**src/rtl/pio_cmd_decoder_if.sv**
```systemverilog
// Load/config command bus between the PIO loader FSM (master) and pio_cmd_decoder (slave).
interface pio_cmd_decoder_if;
  logic [3:0]  action;
  logic [31:0] din;
  logic [4:0]  index;
  logic [1:0]  mindex;
  logic [31:0] dout;

  modport master (output action, din, index, mindex, input dout);
  modport slave  (input action, din, index, mindex, output dout);
endinterface

```
**src/rtl/pio_cmd_decoder.sv**
```systemverilog
// PIO command decoder: instruction memory, per-machine config registers and fractional clock dividers.
// Define PIO_CMD_READBACK_EN to enable imem/div readback on dout (actions 3 and 9).
module pio_cmd_decoder #(
  parameter int NUM_SM     = 4,
  parameter int IMEM_DEPTH = 32
) (
  input  logic                 clk,
  input  logic                 reset,
  pio_cmd_decoder_if.slave     cmd,
  input  logic [5*NUM_SM-1:0]  imem_raddr,
  output logic [16*NUM_SM-1:0] imem_rdata,
  output logic [5*NUM_SM-1:0]  wrap_top,
  output logic [5*NUM_SM-1:0]  wrap_target,
  output logic [32*NUM_SM-1:0] pin_cfg,
  output logic [5*NUM_SM-1:0]  sideset_cfg,
  output logic [NUM_SM-1:0]    sm_en,
  output logic [NUM_SM-1:0]    sm_restart,
  output logic [NUM_SM-1:0]    sm_clk_en
);

  typedef enum logic [3:0] {
    ACT_IDLE        = 4'd0,
    ACT_WRITE_INSTR = 4'd1,
    ACT_SET_WRAP    = 4'd2,
    ACT_READ_INSTR  = 4'd3,
    ACT_SET_WPTR    = 4'd4,
    ACT_SET_PINS    = 4'd5,
    ACT_SET_ENABLE  = 4'd6,
    ACT_SET_DIV     = 4'd7,
    ACT_SET_SIDESET = 4'd8,
    ACT_READ_DIV    = 4'd9
  } action_e;

  logic [15:0] imem [IMEM_DEPTH];
  logic [4:0]  wptr;

  logic [4:0]  wrap_top_r    [NUM_SM];
  logic [4:0]  wrap_target_r [NUM_SM];
  logic [31:0] pin_r         [NUM_SM];
  logic [4:0]  side_r        [NUM_SM];
  logic [23:0] div_r         [NUM_SM];
  logic [NUM_SM-1:0] en_r, restart_r;

  logic [NUM_SM-1:0][15:0] cnt_r;
  logic [NUM_SM-1:0][7:0]  acc_r;
  logic [NUM_SM-1:0][16:0] period_r;
  logic [NUM_SM-1:0][8:0]  acc_sum;
  logic [NUM_SM-1:0][15:0] next_int;
  logic [NUM_SM-1:0]       div_load, en_rise, tick;

  // Integer part 0 encodes 65536; the carry stretches one period by a cycle.
  function automatic logic [16:0] period_of(input logic [15:0] ip, input logic carry);
    return (ip == 16'd0) ? 17'h10000 : ({1'b0, ip} + {16'd0, carry});
  endfunction

  // NOTE: imem sits behind the async reset so a mid-load reset wipes the program; it is built from resettable flops, not a RAM.
  always_ff @(posedge clk or posedge reset) begin
    if (reset) begin
      wptr <= '0;
      for (int a = 0; a < IMEM_DEPTH; a++) imem[a] <= '0;
    end else if (cmd.action == ACT_WRITE_INSTR) begin
      imem[wptr] <= cmd.din[15:0];
      wptr       <= wptr + 5'd1;
    end else if (cmd.action == ACT_SET_WPTR) begin
      wptr <= cmd.din[4:0];
    end
  end

  always_ff @(posedge clk or posedge reset) begin
    if (reset) begin
      en_r      <= '0;
      restart_r <= '0;
      for (int i = 0; i < NUM_SM; i++) begin
        wrap_top_r[i]    <= 5'd31;
        wrap_target_r[i] <= 5'd0;
        pin_r[i]         <= '0;
        side_r[i]        <= '0;
        div_r[i]         <= 24'h000100;
      end
    end else begin
      restart_r <= en_rise;
      if (cmd.action == ACT_SET_ENABLE) en_r <= cmd.din[NUM_SM-1:0];
      for (int i = 0; i < NUM_SM; i++) begin
        if (int'(cmd.mindex) == i) begin
          case (cmd.action)
            ACT_SET_WRAP: begin
              wrap_top_r[i]    <= cmd.din[4:0];
              wrap_target_r[i] <= cmd.din[12:8];
            end
            ACT_SET_PINS:    pin_r[i]  <= cmd.din;
            ACT_SET_DIV:     div_r[i]  <= cmd.din[23:0];
            ACT_SET_SIDESET: side_r[i] <= cmd.din[4:0];
            default: ;
          endcase
        end
      end
    end
  end

  always_comb begin
    for (int i = 0; i < NUM_SM; i++) begin
      div_load[i] = (cmd.action == ACT_SET_DIV) && (int'(cmd.mindex) == i);
      en_rise[i]  = (cmd.action == ACT_SET_ENABLE) && cmd.din[i] && !en_r[i];
      tick[i]     = en_r[i] && (({1'b0, cnt_r[i]} + 17'd1) == period_r[i]);
      acc_sum[i]  = {1'b0, acc_r[i]}
                  + {1'b0, (div_r[i][23:8] == 16'd0) ? 8'd0 : div_r[i][7:0]};
      next_int[i] = div_load[i] ? cmd.din[23:8] : div_r[i][23:8];
    end
  end

  // A new divisor or a restart takes precedence over the running count.
  always_ff @(posedge clk or posedge reset) begin
    if (reset) begin
      for (int i = 0; i < NUM_SM; i++) begin
        cnt_r[i]    <= '0;
        acc_r[i]    <= '0;
        period_r[i] <= 17'd1;
      end
    end else begin
      for (int i = 0; i < NUM_SM; i++) begin
        if (div_load[i] || en_rise[i]) begin
          cnt_r[i]    <= '0;
          acc_r[i]    <= '0;
          period_r[i] <= period_of(next_int[i], 1'b0);
        end else if (tick[i]) begin
          cnt_r[i]    <= '0;
          acc_r[i]    <= acc_sum[i][7:0];
          period_r[i] <= period_of(div_r[i][23:8], acc_sum[i][8]);
        end else if (en_r[i]) begin
          cnt_r[i] <= cnt_r[i] + 16'd1;
        end
      end
    end
  end

  always_comb begin
    for (int i = 0; i < NUM_SM; i++) begin
      imem_rdata[i*16 +: 16]  = imem[imem_raddr[i*5 +: 5]];
      wrap_top[i*5 +: 5]      = wrap_top_r[i];
      wrap_target[i*5 +: 5]   = wrap_target_r[i];
      pin_cfg[i*32 +: 32]     = pin_r[i];
      sideset_cfg[i*5 +: 5]   = side_r[i];
    end
  end

  assign sm_en      = en_r;
  assign sm_restart = restart_r;
  assign sm_clk_en  = tick;

`ifdef PIO_CMD_READBACK_EN
  always_ff @(posedge clk or posedge reset) begin
    if (reset) begin
      cmd.dout <= '0;
    end else if (cmd.action == ACT_READ_INSTR) begin
      cmd.dout <= {16'd0, imem[cmd.index]};
    end else if (cmd.action == ACT_READ_DIV) begin
      cmd.dout <= {8'd0, div_r[cmd.mindex]};
    end
  end
`else
  logic unused_index;
  assign unused_index = ^cmd.index;
  assign cmd.dout     = '0;
`endif

endmodule

```
**src/flat_wrapper.sv**
```systemverilog
// flat-port wrapper written by rule: the top's interface ports become plain ports
module pio_cmd_decoder_flat 
#(
  parameter int NUM_SM     = 4,
  parameter int IMEM_DEPTH = 32
)
  (clk, reset, imem_raddr, imem_rdata, wrap_top, wrap_target, pin_cfg, sideset_cfg, sm_en, sm_restart, sm_clk_en, cmd_action, cmd_din, cmd_index, cmd_mindex, cmd_dout);
  pio_cmd_decoder_if cmd_i ();
  input  logic clk;
  input  logic reset;
  input  logic [5*NUM_SM-1:0] imem_raddr;
  output logic [16*NUM_SM-1:0] imem_rdata;
  output logic [5*NUM_SM-1:0] wrap_top;
  output logic [5*NUM_SM-1:0] wrap_target;
  output logic [32*NUM_SM-1:0] pin_cfg;
  output logic [5*NUM_SM-1:0] sideset_cfg;
  output logic [NUM_SM-1:0] sm_en;
  output logic [NUM_SM-1:0] sm_restart;
  output logic [NUM_SM-1:0] sm_clk_en;
  input wire logic [$bits(cmd_i.action)-1:0] cmd_action;
  input wire logic [$bits(cmd_i.din)-1:0] cmd_din;
  input wire logic [$bits(cmd_i.index)-1:0] cmd_index;
  input wire logic [$bits(cmd_i.mindex)-1:0] cmd_mindex;
  output wire logic [$bits(cmd_i.dout)-1:0] cmd_dout;
  assign cmd_i.action = cmd_action;
  assign cmd_i.din = cmd_din;
  assign cmd_i.index = cmd_index;
  assign cmd_i.mindex = cmd_mindex;
  assign cmd_dout = cmd_i.dout;
  pio_cmd_decoder #(.NUM_SM(NUM_SM), .IMEM_DEPTH(IMEM_DEPTH)) u_core (.clk(clk), .reset(reset), .cmd(cmd_i), .imem_raddr(imem_raddr), .imem_rdata(imem_rdata), .wrap_top(wrap_top), .wrap_target(wrap_target), .pin_cfg(pin_cfg), .sideset_cfg(sideset_cfg), .sm_en(sm_en), .sm_restart(sm_restart), .sm_clk_en(sm_clk_en));
endmodule
```
**config.mk**
```make
export PLATFORM = sky130hd
export DESIGN_NAME = pio_cmd_decoder_flat
export DESIGN_NICKNAME = d
export VERILOG_FILES = /design/src/rtl/pio_cmd_decoder_if.sv /design/src/rtl/pio_cmd_decoder.sv /design/src/flat_wrapper.sv
export SDC_FILE = /design/constraint.sdc
export NUM_CORES = 2
export LEC_CHECK = 0
export BUFFER_PORTS_ARGS = -buffer_cell sky130_fd_sc_hd__buf_2
export CORE_ASPECT_RATIO = 1.4
export CORE_MARGIN = 1
export CORE_UTILIZATION = 35
export CTS_CLUSTER_DIAMETER = 50
export DETAILED_ROUTE_END_ITERATION = 12
export MAX_ROUTING_LAYER = met4
export PLACE_DENSITY = 0.62
export SYNTH_ARGS = -nofsm -noshare
export SYNTH_HDL_FRONTEND = slang
export SYNTH_SLANG_ARGS = --single-unit
```
**constraint.sdc**
```tcl
create_clock -name clk -period 36.5 [get_ports clk]
set_clock_uncertainty 0.1 [all_clocks]
set_input_delay 3.65 -clock clk [delete_from_list [all_inputs] [get_ports clk]]
set_output_delay 3.65 -clock clk [all_outputs]
set_load 0.05 [all_outputs]
```
# [Word-level counts from Yosys, hierarchy flattened]
# Cells that the tools add are included.
[op_classes] reduce_logical=59 n_eq_ne=14 mux=61 n_lt_le_gt_ge=6 div=0 n_shift=0 mul=0 addsub=17 bitwise=5
[op_table] cell="bitwise mux 512 bit" n=1
[op_table] cell="2-to-1 mux 16 bit" n=25
[op_table] cell="binary-select mux 16 bit (select 5 bit)" n=4
[op_table] cell="2-to-1 mux 17 bit" n=16
[op_table] cell="logical NOT 16 bit" n=8
[op_table] cell="2-to-1 mux 8 bit" n=12
[op_table] cell="demux 16 bit (select 5 bit)" n=1
[op_table] cell="adder 16 x 1 -> 17 bit" n=4
[op_table] cell="adder 16 x 1 -> 17 bit (second input constant)" n=4
[op_table] cell="== test 17 bit" n=4
[op_table] cell="adder 16 x 1 -> 16 bit (second input constant)" n=4
[op_table] cell="adder 8 x 8 -> 9 bit" n=4
[op_table] cell="AND reduction 2 bit" n=16
[op_table] cell=">= comparator 6 bit (second input constant)" n=5
[op_table] cell="inverter 5 -> 6 bit" n=5
[op_table] cell="logical AND 1 bit" n=17
[op_table] cell="== test 4 x 3 -> 1 bit (second input constant)" n=4
[op_table] cell="nonzero test 3 bit" n=4
[op_table] cell="2-to-1 mux 5 bit" n=2
[op_table] cell="nonzero test 2 bit" n=5
[op_table] cell="< comparator 6 x 1 -> 1 bit (second input constant)" n=1
[op_table] cell="adder 5 x 1 -> 5 bit (second input constant)" n=1
[op_table] cell="== test 2 bit (second input constant)" n=2
[op_table] cell="== test 4 x 1 -> 1 bit (second input constant)" n=1
[op_table] cell="6 further kinds" n=12
[totals] ram_bits=0 latch_bits=0 n_memories=0 mem_bits_ro=0 output_inout_bits=296 wordCells=229 regBits=973

# [Depth between registers and ports, before layout]
[depth] depth_word=7 depth_mapped=25 ltp_nobuf=23

# [Worst setup path before layout]
# OpenSTA, ideal clock, no wires.
[synth_timing] path_type="input port to output port" startpoint="input imem_raddr[0]" endpoint="output imem_rdata[0]" path_stages=5 slack_ns=26.654 arrival_time_ns=6.096 cell_sequence="clkbuf_1 > buf_1 > mux4_2 > mux4_2 > mux2_2"
[synth_between] elab_chain_cells=4
[synth_rtl] element="from (decl)" line="flat_wrapper.sv:11" rtl="input logic [5*NUM_SM-1:0] imem_raddr;"
[synth_rtl] element="inverter 5 -> 6 bit (implied by the code)" line="pio_cmd_decoder.sv:138" rtl="imem_rdata[i*16 +: 16] = imem[imem_raddr[i*5 +: 5]];"
[synth_rtl] element="binary-select mux 16 bit (select 5 bit)" line="pio_cmd_decoder.sv:138"
[synth_rtl] element="2-to-1 mux 16 bit (implied by the code) (2 in a row)" line="pio_cmd_decoder.sv:138"
[synth_rtl] element="to (decl)" line="flat_wrapper.sv:12" rtl="output logic [16*NUM_SM-1:0] imem_rdata;"
# No other way between the ends. The select of a mux whose other input is x is not followed.

# [Worst setup path after layout]
[layout_timing] startpoint="input imem_raddr[0]" endpoint="output imem_rdata[1]"
# The elaborated chain is that of the path after synthesis.

==> flow_metrics.env <==
export IMPL_viasPerCell=5.84
export IMPL_timing_final_max_slew_violations=0
export IMPL_clock_sinks=973
export IMPL_avgRoutedWirePerCell_um=26.7
export IMPL_final_cell_mix="dfrtp_1 (945), mux2_2 (848), mux4_2 (640)"
export IMPL_fmax_mhz=89.1
export IMPL_track_usage=0.219
export IMPL_grt_pass1_wl_um=269000
export IMPL_grt_pass1_vias=40900
export IMPL_num_vias=39400
export IMPL_placed_cells=6518
export IMPL_start_util=0.353
export IMPL_yosysTopAreaCell="dfrtp_1"
export IMPL_drive_gt1_frac=0.479
export IMPL_path_cells="buf_8 -> buf_4 -> buf_4 -> mux4_2 -> mux4_2 -> mux2_2 -> buf_2"
export IMPL_synthesis_area_um2=58900
export IMPL_fin_crit_sh=0.308
export IMPL_netlist_top_cells_area="dfrtp_1 (40%), mux4_2 (24%), mux2_2 (16%)"
export IMPL_fp_dieArea_um2=170000
export IMPL_ir_worst_vdd_mv=0.0550
export IMPL_p_leak_nw=29.6
export IMPL_synth_area_per_cell_um2=13.8
export IMPL_hold_viol=0
export IMPL_power_mw=3.72
export IMPL_synth_edf_count=0
export IMPL_slowest_delay_ns=0.83
export IMPL_cts_resized=0
export IMPL_path_buf_inv=4
export IMPL_clk_pin_slew_worst_paths_ns=0.06
export IMPL_yosysWarnings=0
export IMPL_nets=4519
export IMPL_critPathTopFamily="buffers and inverters"
export IMPL_numCtsBuffers=119
export IMPL_hold_buffers=0
export IMPL_post_route_min_period_ns=11.23
export IMPL_fp_row_count=177
export IMPL_critPathLaunchType="input port"
export IMPL_ioPinCount=361
export IMPL_outcome="finished, final reports clean"
export IMPL_ys_ff_latch=973
export IMPL_io_buffers=323
export IMPL_dp_hpwl_um=106000
export IMPL_synth_ff_type="dfrtp_1"
export IMPL_tightest_slew_ns=1.18
export IMPL_clk_path_buf_depth=3
export IMPL_mostFrequentLayoutCell="dfrtp_1"
export IMPL_critical_path_arrival_ns=7.48
export IMPL_core_um2=167000
export IMPL_syn_to_final_growth_pct=13.3
export IMPL_die_x_um=349
export IMPL_seq_area_frac_synth=0.414
export IMPL_synth_top_area_share=0.402
export IMPL_powerDensity_nw_per_um2=55.7
export IMPL_drc=0
export IMPL_globalplace_congestion=0.831
export IMPL_syn_inst=4255
export IMPL_grt_max_degree=180
export IMPL_drt_first_pass_iters=5
export IMPL_cts_tree="done"
export IMPL_cts_setup_buffers=0
export IMPL_cpMaxStageDelayCell="buf_4"
export IMPL_grt_setup_unrepaired="no"
export IMPL_hp_class="flop to flop"
export IMPL_critPathMaxFanout=57
export IMPL_ant_nets=0
export IMPL_setup_viol=0
export IMPL_grt_ovfl_total=0
export IMPL_antenna_found_initial=6
export IMPL_synthDistinctLibCells=77
export IMPL_layoutNonFillerInstCount=6748
export IMPL_root_buffer="clkbuf_16"
export IMPL_maxCapViolCount=0
export IMPL_crit_required_ns=32.75
export IMPL_wirelength_um=180000
export IMPL_dieHeight_um=487
export IMPL_cp_end_kind="output pin"
export IMPL_path_class="input port to output pin"
export IMPL_insertion_delay_ns=0.76
export IMPL_cts_max_level=3
export IMPL_slew_headroom=0.216
export IMPL_async_flop_share=1.00
export IMPL_finalSetupTns_ns=0
export IMPL_drt_iter0_drc=3074
## synth_stat cells, types with 59 or more instances
cell / instances
nand2_1: 210
dfrtp_1: 945
xnor2_1: 119
clkbuf_1: 263
mux2i_1: 87
xor2_1: 91
mux2_2: 848
nand3_1: 75
buf_1: 67
nor2_1: 220
mux4_2: 640
inv_1: 59
## routing by layer
| metal | vias up | track usage | wire length (um) |
|---|---|---|---|
| li1 | 16500 | - | - |
| met1 | 20700 | 0.262 | 68800 |
| met2 | 1750 | 0.357 | 88000 |
| met3 | 434 | 0.0450 | 15200 |
| met4 | 0 | 0.0946 | 8160 |
| met5 | - | - | 0 |
## area by class of cell
cell class	instances	area, um2
fillers	15600	99800
multi-input cells	2853	32700
flip-flops and latches	973	24400
clock buffers	152	3310
well taps	2237	2800
repair buffers	396	2280
clock inverters	71	1010
inverters	59	229
diodes	7	17.5
## registers in the layout, summed over array words and instances, names as in the netlist
register	cells
u_core.wrap_target	20
u_core.cnt_r	64
u_core.wptr	5
u_core.period_r	68
u_core.imem	512
u_core.wrap_top	20
u_core.sm_restart	4
u_core.div_r	96
u_core.sideset_cfg	20
u_core.sm_en	4
u_core.pin_cfg	128
u_core.acc_r	32
## cells by family after synthesis
kind of cell	synth area share
compound gates	0.0234
xor+xnor	0.0312
fa+ha+maj	0.0116
buf+inv	0.0336
flops	0.414
mux	0.422
other cells	0.0000637
simple gates	0.0636
## per-stage QoR
stage | hold WS [ns] | worst slack (ns) | area, um2 | util
after floorplan | 0.371 | 5.43 | 59000 | -
after global placement | 0.380 | 25.14 | 62400 | 0.374
after detailed placement | 0.385 | 25.14 | 62400 | 0.374
after CTS | 0.399 | 25.13 | 66700 | 0.400
after global routing | 0.402 | 24.97 | 66700 | 0.401
final | 0.396 | 25.27 | 66700 | 0.401
## power by group
part           switching (mW)  internal (mW)  total [mW]
clock network           0.522          0.767        1.29
logic                   0.534          0.433       0.967
registers               0.195           1.27        1.46
## final timing paths
check | from | end | slack (ns) | depth (start not counted)
max reg2reg | u_core.div_r[65] | u_core.period_r[31] | 31.40 | 23
min reg2reg | u_core.div_r[27] | u_core.div_r[27] | 0.40 | 1
max | imem_raddr[0] | imem_rdata[1] | 25.27 | 7
min | u_core.div_r[27] | u_core.div_r[27] | 0.40 | 1
min in group asynchronous | reset | u_core.pin_cfg[45] | 2.94 | 2
max in group asynchronous | reset | u_core.cnt_r[43] | 30.04 | 5
Note: power is estimated with default switching activity, not from simulation.
